### config.mk
export PLATFORM = sky130hd
export DESIGN_NAME = lut_eval_cgrundey
export DESIGN_NICKNAME = d
export VERILOG_FILES = /design/src/rtl/lut_eval_cgrundey.sv
export SDC_FILE = /design/constraint.sdc
export NUM_CORES = 1
export LEC_CHECK = 0
export CAP_MARGIN = 10
export CORE_ASPECT_RATIO = 1.5
export CORE_MARGIN = 5
export CORE_UTILIZATION = 29
export CTS_CLUSTER_DIAMETER = 100
export DETAILED_ROUTE_END_ITERATION = 8
export DONT_BUFFER_PORTS = 1
export HOLD_SLACK_MARGIN = 0.1
export SETUP_SLACK_MARGIN = 0.02
export SLEW_MARGIN = 20
export SYNTH_ARGS = -nofsm -noshare
export SYNTH_HDL_FRONTEND = slang
export SYNTH_SLANG_ARGS = --single-unit
### constraint.sdc
create_clock -name clk -period 1.7 [get_ports clk]
set_input_delay 0.17 -clock clk [delete_from_list [all_inputs] [get_ports clk]]
set_output_delay 0.17 -clock clk [all_outputs]
set_load 0.005 [all_outputs]
### src/rtl/lut_eval_cgrundey.sv
// Programmable N_IN-input boolean function unit.
// A 2^N_IN-entry truth table is indexed by in_vars and gives a registered 1-bit result f.
// Each new table is shifted serially into a shadow register, entry 0 first.
// It is then committed to the active table in a single cycle.
// Evaluation therefore never sees a partially loaded table.
//
// Ports:
//   clk, reset          rising-edge clock, synchronous active-high reset
//   en                  output enable; 0 forces f to 0 for the sampled input
//   in_valid, in_vars   evaluation request and function variables
//   f, out_valid        registered result, one cycle after in_valid
//   load_start          begin or restart a table load
//   load_valid/load_bit serial table bit, entry 0 first
//   load_busy           load in progress (LOAD or COMMIT)
//   load_done           one-cycle pulse when the new table becomes active
module lut_eval_cgrundey #(
    parameter int unsigned               N_IN       = 4,
    parameter logic [(2**N_IN)-1:0]      INIT_TABLE = 16'h4A5B
) (
    input  logic            clk,
    input  logic            reset,
    input  logic            en,
    input  logic            in_valid,
    input  logic [N_IN-1:0] in_vars,
    output logic            f,
    output logic            out_valid,
    input  logic            load_start,
    input  logic            load_valid,
    input  logic            load_bit,
    output logic            load_busy,
    output logic            load_done
);

    localparam int unsigned    TBL      = 2 ** N_IN;
    localparam logic [N_IN:0]  CNT_LAST = (N_IN + 1)'(TBL - 1);
    localparam logic [N_IN:0]  CNT_ONE  = (N_IN + 1)'(1);

    typedef enum logic [1:0] {StIdle, StLoad, StCommit} state_e;

    state_e          state_q, state_d;
    logic [TBL-1:0]  active_q, active_d;
    logic [TBL-1:0]  shadow_q, shadow_d;
    logic [N_IN:0]   count_q, count_d;
    logic            f_q, f_d;
    logic            out_valid_q, out_valid_d;
    logic            busy_q, busy_d;
    logic            done_q, done_d;

    // State and datapath registers
    always_ff @(posedge clk) begin
        if (reset) begin
            state_q     <= StIdle;
            active_q    <= INIT_TABLE;
            shadow_q    <= '0;
            count_q     <= '0;
            f_q         <= 1'b0;
            out_valid_q <= 1'b0;
            busy_q      <= 1'b0;
            done_q      <= 1'b0;
        end else begin
            state_q     <= state_d;
            active_q    <= active_d;
            shadow_q    <= shadow_d;
            count_q     <= count_d;
            f_q         <= f_d;
            out_valid_q <= out_valid_d;
            busy_q      <= busy_d;
            done_q      <= done_d;
        end
    end

    // Load FSM next state
    always_comb begin
        state_d  = state_q;
        count_d  = count_q;
        shadow_d = shadow_q;
        active_d = active_q;
        unique case (state_q)
            StIdle: begin
                if (load_start) begin
                    state_d = StLoad;
                    count_d = '0;
                end
            end
            StLoad: begin
                // A restart discards any bit presented in the same cycle
                if (load_start) begin
                    count_d = '0;
                end else if (load_valid) begin
                    shadow_d[count_q[N_IN-1:0]] = load_bit;
                    if (count_q == CNT_LAST) begin
                        state_d = StCommit;
                    end else begin
                        count_d = count_q + CNT_ONE;
                    end
                end
            end
            StCommit: begin
                active_d = shadow_q;
                state_d  = StIdle;
            end
            default: state_d = StIdle;
        endcase
    end

    // Outputs. f is computed from active_q, so a sample taken on the commit edge
    // still uses the old table.
    always_comb begin
        out_valid_d = in_valid;
        f_d         = f_q;
        if (in_valid) begin
            f_d = en ? active_q[in_vars] : 1'b0;
        end
        busy_d = (state_d != StIdle);
        done_d = (state_q == StCommit);
    end

    assign f         = f_q;
    assign out_valid = out_valid_q;
    assign load_busy = busy_q;
    assign load_done = done_q;

endmodule

## Word-level counts from Yosys, hierarchy flattened

Cells that the tools add are included.

- Bits in writable memories: 0
- Output and inout bits: 4
- Bits in registers: 43
- Latch bits: 0
- Logic and storage cells: 41
- Bits of input ports: 11
- Bits in read-only memories: 0
- Memories kept: 0

- Shift operators: 0
- Reductions and logical operators: 6
- Equality and inequality tests: 6
- Add/subtract/negate cells: 1
- Bitwise logic cells: 1
- Multipliers: 0
- Divide/modulo/power cells: 0
- Order comparisons: 3
- Muxes and demuxes: 16

Operators by type and width:

| kind | count |
|---|---|
| 5-bit two-way mux | 4 |
| 16-bit bitwise mux | 1 |
| 4-bit by 5-bit less-than comparator with 1-bit output, second input constant | 2 |
| 5-bit one-hot mux with 2 select lines | 1 |
| 2-bit two-way mux | 4 |
| 3-bit inequality test, second input constant | 2 |
| 5-bit by 1-bit adder with 5-bit output, second input constant | 1 |
| 5-bit by 4-bit == test with 1-bit output, second input constant | 1 |
| 1-bit binary-select mux with 4-bit select | 1 |
| 1-bit demux with 4-bit select | 1 |
| 4-bit by 1-bit >= comparator with 1-bit output, second input constant | 1 |
| 2-bit one-hot mux with 2 select lines | 1 |
| 4-bit AND reduction | 1 |
| 2-bit nonzero test | 2 |
| 1-bit two-way mux | 3 |
| 3-bit AND reduction | 1 |
| 2-bit by 1-bit == test with 1-bit output, second input constant | 1 |
| 2-bit == test, second input constant | 1 |
| 2-bit zero test | 1 |
| 2-bit inequality test, second input constant | 1 |
| 1-bit logical AND | 1 |
| 1-bit NOT | 1 |

## Depth between registers and ports, before layout

- Word-level depth: 6
- Depth in mapped cells: 7
- Depth with buffers taken out: 7

## Worst setup path after synthesis

Ideal clock, no wire load.

- Kind: flip-flop to flip-flop
- Start: reg count_q[0]
- End: reg count_q[1]
- Buffers on the path: 0
- Library setup time: 0.127 ns
- Setup slack: -0.195 ns
- Clock period less this slack: 1.895 ns
- Stages on the path, launching flop included: 8
- Required time: 1.573 ns
- Arrival time: 1.768 ns
- Cells stage by stage: dfxtp_1 > ha_1 > and3_1 > ha_1 > nand3b_1 > a21oi_1 > mux2i_1 > nor2_1

- Longest elaborated chain between the ends: 5
- Elaborated cells between the ends (all ways): 8
- Classes of those cells: add/sub: 1; eq/ne: 2; mux: 4; reduce/logical: 1

Ends and longest elaborated chain:

| item | line | RTL |
|---|---|---|
| start, declared | 43 | `logic [N_IN:0] count_q, count_d;` |
| start signal, assigned | 64 | `count_q <= count_d;` |
| 5-bit by 1-bit adder with 5-bit output | 94 | `count_d = count_q + CNT_ONE;` |
| 5-bit two-way mux | 91 | `if (count_q == CNT_LAST) begin` |
| 5-bit two-way mux | 89 | `end else if (load_valid) begin` |
| 5-bit two-way mux | 87 | `if (load_start) begin` |
| 5-bit one-hot mux with 2 select lines | 78 | `unique case (state_q)` |

Several ways; a longest one is shown, not always the timed one. The select of a mux whose other input is x is not followed.
A chain may end at the register's enable or synchronous reset.

## Worst setup path after layout

- Start: reg count_q[1]
- End: reg count_q[1]

The elaborated chain is that of the path after synthesis.

==> summary.md <==
| Metric | Value |
|---|---|
| Die area | 8204 µm² |
| Synth Net Count | 217 |
| Diode count | 0 |
| Synth top area share | 45.93% |
| Die H | 108.5 µm |
| Max-cap violations | 0 |
| Most area-hungry cell type in the Yosys netlist | dfxtp_1 |
| Least-Margin Pin Slew | 0.6361 ns |
| Largest net degree at the start of global routing | 39 |
| Leakage power | 0.9099 nW |
| Fin. Hold Viols | 0 |
| Main combinational cell family by area after synthesis | simple AND/OR/NAND/NOR gates |
| Family with the most delay on the worst path | simple AND/OR/NAND/NOR gates |
| Post-Synthesis Cell Area | 1874 µm² |
| Antenna violations before repair | 0 |
| #FFs+latches synth | 43 |
| # DRC | 0 |
| Clock slew at reported path FFs | 0.08 ns |
| R2R depth | 7 |
| Nets | 225 |
| Setup slack, reg-to-reg | 0.03 ns |
| CP Class | reg -> reg |
| Synth Area in XOR/XNOR | 0.9346% |
| Vias in the first global route | 1424 |
| Status | finished clean |
| Max_slew headroom | 57.59% |
| Post-synth EDFFs | 0 |
| Top_reg_cell synth | dfxtp_1 |
| Multi-input logic area | 984.7 µm² |
| Worst Setup Start Kind | flip-flop |
| Post-route setup slack | 0.03417 ns |
| Synth top area cells | dfxtp_1 46%, mux2i_1 10%, nand2_1 6.6%, mux4_1 5.6%, nor2_1 4.6% |
| Via Count | 1348 |
| Crit path arrival time | 1.83 ns |
| First DRT Iteration DRCs | 68 |
| Final instance area | 2172 µm² |
| Pre-antenna DRT Iters | 4 |
| Post-synthesis area per instance | 9.325 µm² |
| Slew Viols, Final | 0 |
| Post-Syn Instances | 201 |
| Total gr overflow | 0 |
| GPL Wtd Cong | 0.7234 |
| Ports | 15 |
| Starting density of the core | 29.30% |
| Cells after DPL | 270 |
| Worst-path cell chain | ha_4 > and3_4 > ha_4 > nand3b_1 > a21oi_4 > mux2i_1 > nor2_1 |
| PwrDens | 802.1 nW/µm² |
| Top cells by count, synth | 43 x dfxtp_1, 33 x nand2_1, 23 x nor2_1 |
| Worst reg2reg startpoint | count_q[1] |
| Cts bufs inserted | 5 |
| CTS tree | yes |
| H-tree Lvls | 2 |
| Crit path capture type | flip-flop |
| Req. time, crit path | 1.87 ns |
| Simple-gate share of the synthesized area | 24.37% |
| Warnings, synthesis | 0 |
| Clk_skew | 0.003937 ns |
| Crit share post-route | 97.99% |
| Post-synthesis sequential area ratio | 45.93% |
| Dpl hpwl | 2.605 mm |
| Highest clock rate | 600.3 MHz |
| Count of different cell masters after synthesis | 28 |
| Num rows | 36 |
| IO buf count | 0 |
| Fill count | 669 |
| Die W | 75.64 µm |
| First-pass GRT wire length | 6.520 mm |
| Final WL | 3.706 mm |
| Final setup fails | 0 |
| Critical Path Source | count_q[1] |
| Seq. cell area | 863.3 µm² |
| CP max stage delay | 0.34 ns |
| Skew-Pair Late Insertion Delay | 0.29 ns |
| RSZ-0062 raised after global routing | true |
| Core Region | 6396 µm² |
| Root buffer cell | clkbuf_8 |
| Gr usage total | 10.48% |
| Syn-to-layout area delta | 15.89% |
| Multiplexer share of the synthesized area | 16.36% |
| Layout cell share with drive strength beyond 1 | 12.38% |
| Most frequent cell after synthesis | dfxtp_1 |
| Worst Setup EP | count_q[1] |
| Routed vias/inst | 4.713 |
| Peak supply drop | 0.0003494 V |
| Fin cells | 286 |
| Slowest CP cell | dfxtp_2 |
| Fin Hold WS | 0.1532 ns |
| R2R Path End | count_q[1] |
| CP most frequent cell | ha_4 |
| Post-DP Area | 1986 µm² |
| Synth Area in Compound Gates | 5.073% |
| Pre-CTS WS | -0.03200 ns |
| Worst path buffer plus inverter count | 0 |
| Hold crit path type | in -> reg |
| Fin crit period | 1.666 ns |
| Clk buf depth | 2 |
| Wire per inst | 12.96 µm |
| CP Max Fanout | 6 |
| Async SR Flop Fraction | 0% |
| Synth Area in Adders | 3.338% |
| Detail Route Antenna Nets | 0 |
| # clock sinks | 43 |
| Critical Path Stages | 7 |
## how the worst min path moves through the flow
stage | startpoint | to | cells past startpoint
floorplan | in_valid | out_valid | 1
global placement | reset | active_q[15] | 1
detailed placement | reset | shadow_q[6] | 1
CTS | reset | active_q[2] | 2
global route | reset | active_q[12] | 2
finish | reset | active_q[2] | 2
## metrics by stage
| step | setup TNS, ns | total power, mW | utilization [%] |
|---|---|---|---|
| after floorplan | 0 | 1.118 | - |
| after global placement | 0 | 1.118 | 31.04 |
| after detailed placement | -0.03859 | 1.119 | 31.04 |
| after CTS | -0.003290 | 1.779 | 33.84 |
| after global routing | -0.08776 | 1.830 | 33.96 |
| final | 0 | 1.742 | 33.96 |
## state kept, by name (all words and copies together) (netlist names)
name / count
shadow_q: 16
out_valid: 1
f: 1
load_busy: 1
state_q: 2
count_q: 5
load_done: 1
active_q: 16
## timing repair
item | CTS | global route
pin swaps | 4 | 8
hold buffers | 7 | 0
endpoints found under the setup margin | 4 | 5
resized for setup | 3 | 0
setup buffers | 0 | 1
endpoints found under the hold margin | 38 | 0
## cell usage in the layout (no fill, tap or decap), drive strengths merged
master       instances
nor3                 2
a211oi               2
clkbuf               7
or3b                 1
o31ai                1
dlygate4sd3          6
xnor2                2
ha                   5
a21oi               10
dfxtp               43
a21bo                1
nand3               13
and3                 1
nor2b                4
and4bb               1
mux4                 4
inv                  4
mux2                 1
clkinv               1
mux2i               19
o21bai               1
buf                  8
nand3b              10
nor2                23
nand2b               1
and2                 1
nand2               33
nand4                5
## cell type report
type / instances / share of cell area, %
inverter: 4 / 0.6912
clock inverter: 1 / 0.2304
timing repair buffer: 14 / 6.106
tap: 76 / 4.378
multi-input combinational: 141 / 45.33
clock buffer: 7 / 3.514
sequential: 43 / 39.75
## layer usage
layer,track usage [%],up-vias,part of all wire (%)
met5,0,-,0
met4,6.250,0,3.1
met3,2.326,8,3.3
met2,19.04,23,55
met1,10.38,615,39
li1,-,702,-
## where the power goes
part	internal (mW)	switching (mW)	leakage (nW)	total [mW]
logic	0.0516	0.0524	0.519	0.104
registers	1.02	0.00748	0.349	1.02
clock network	0.288	0.326	0.0422	0.614
## logic make-up after synthesis
family	Yosys count
AOI/OAI and AO/OA	15
xor gates and xnor gates	2
adders and majority gates	5
buffers and inverters	17
DFF	43
muxes	24
and+or+nand+nor	95
Power figures use the tool's default switching activity.
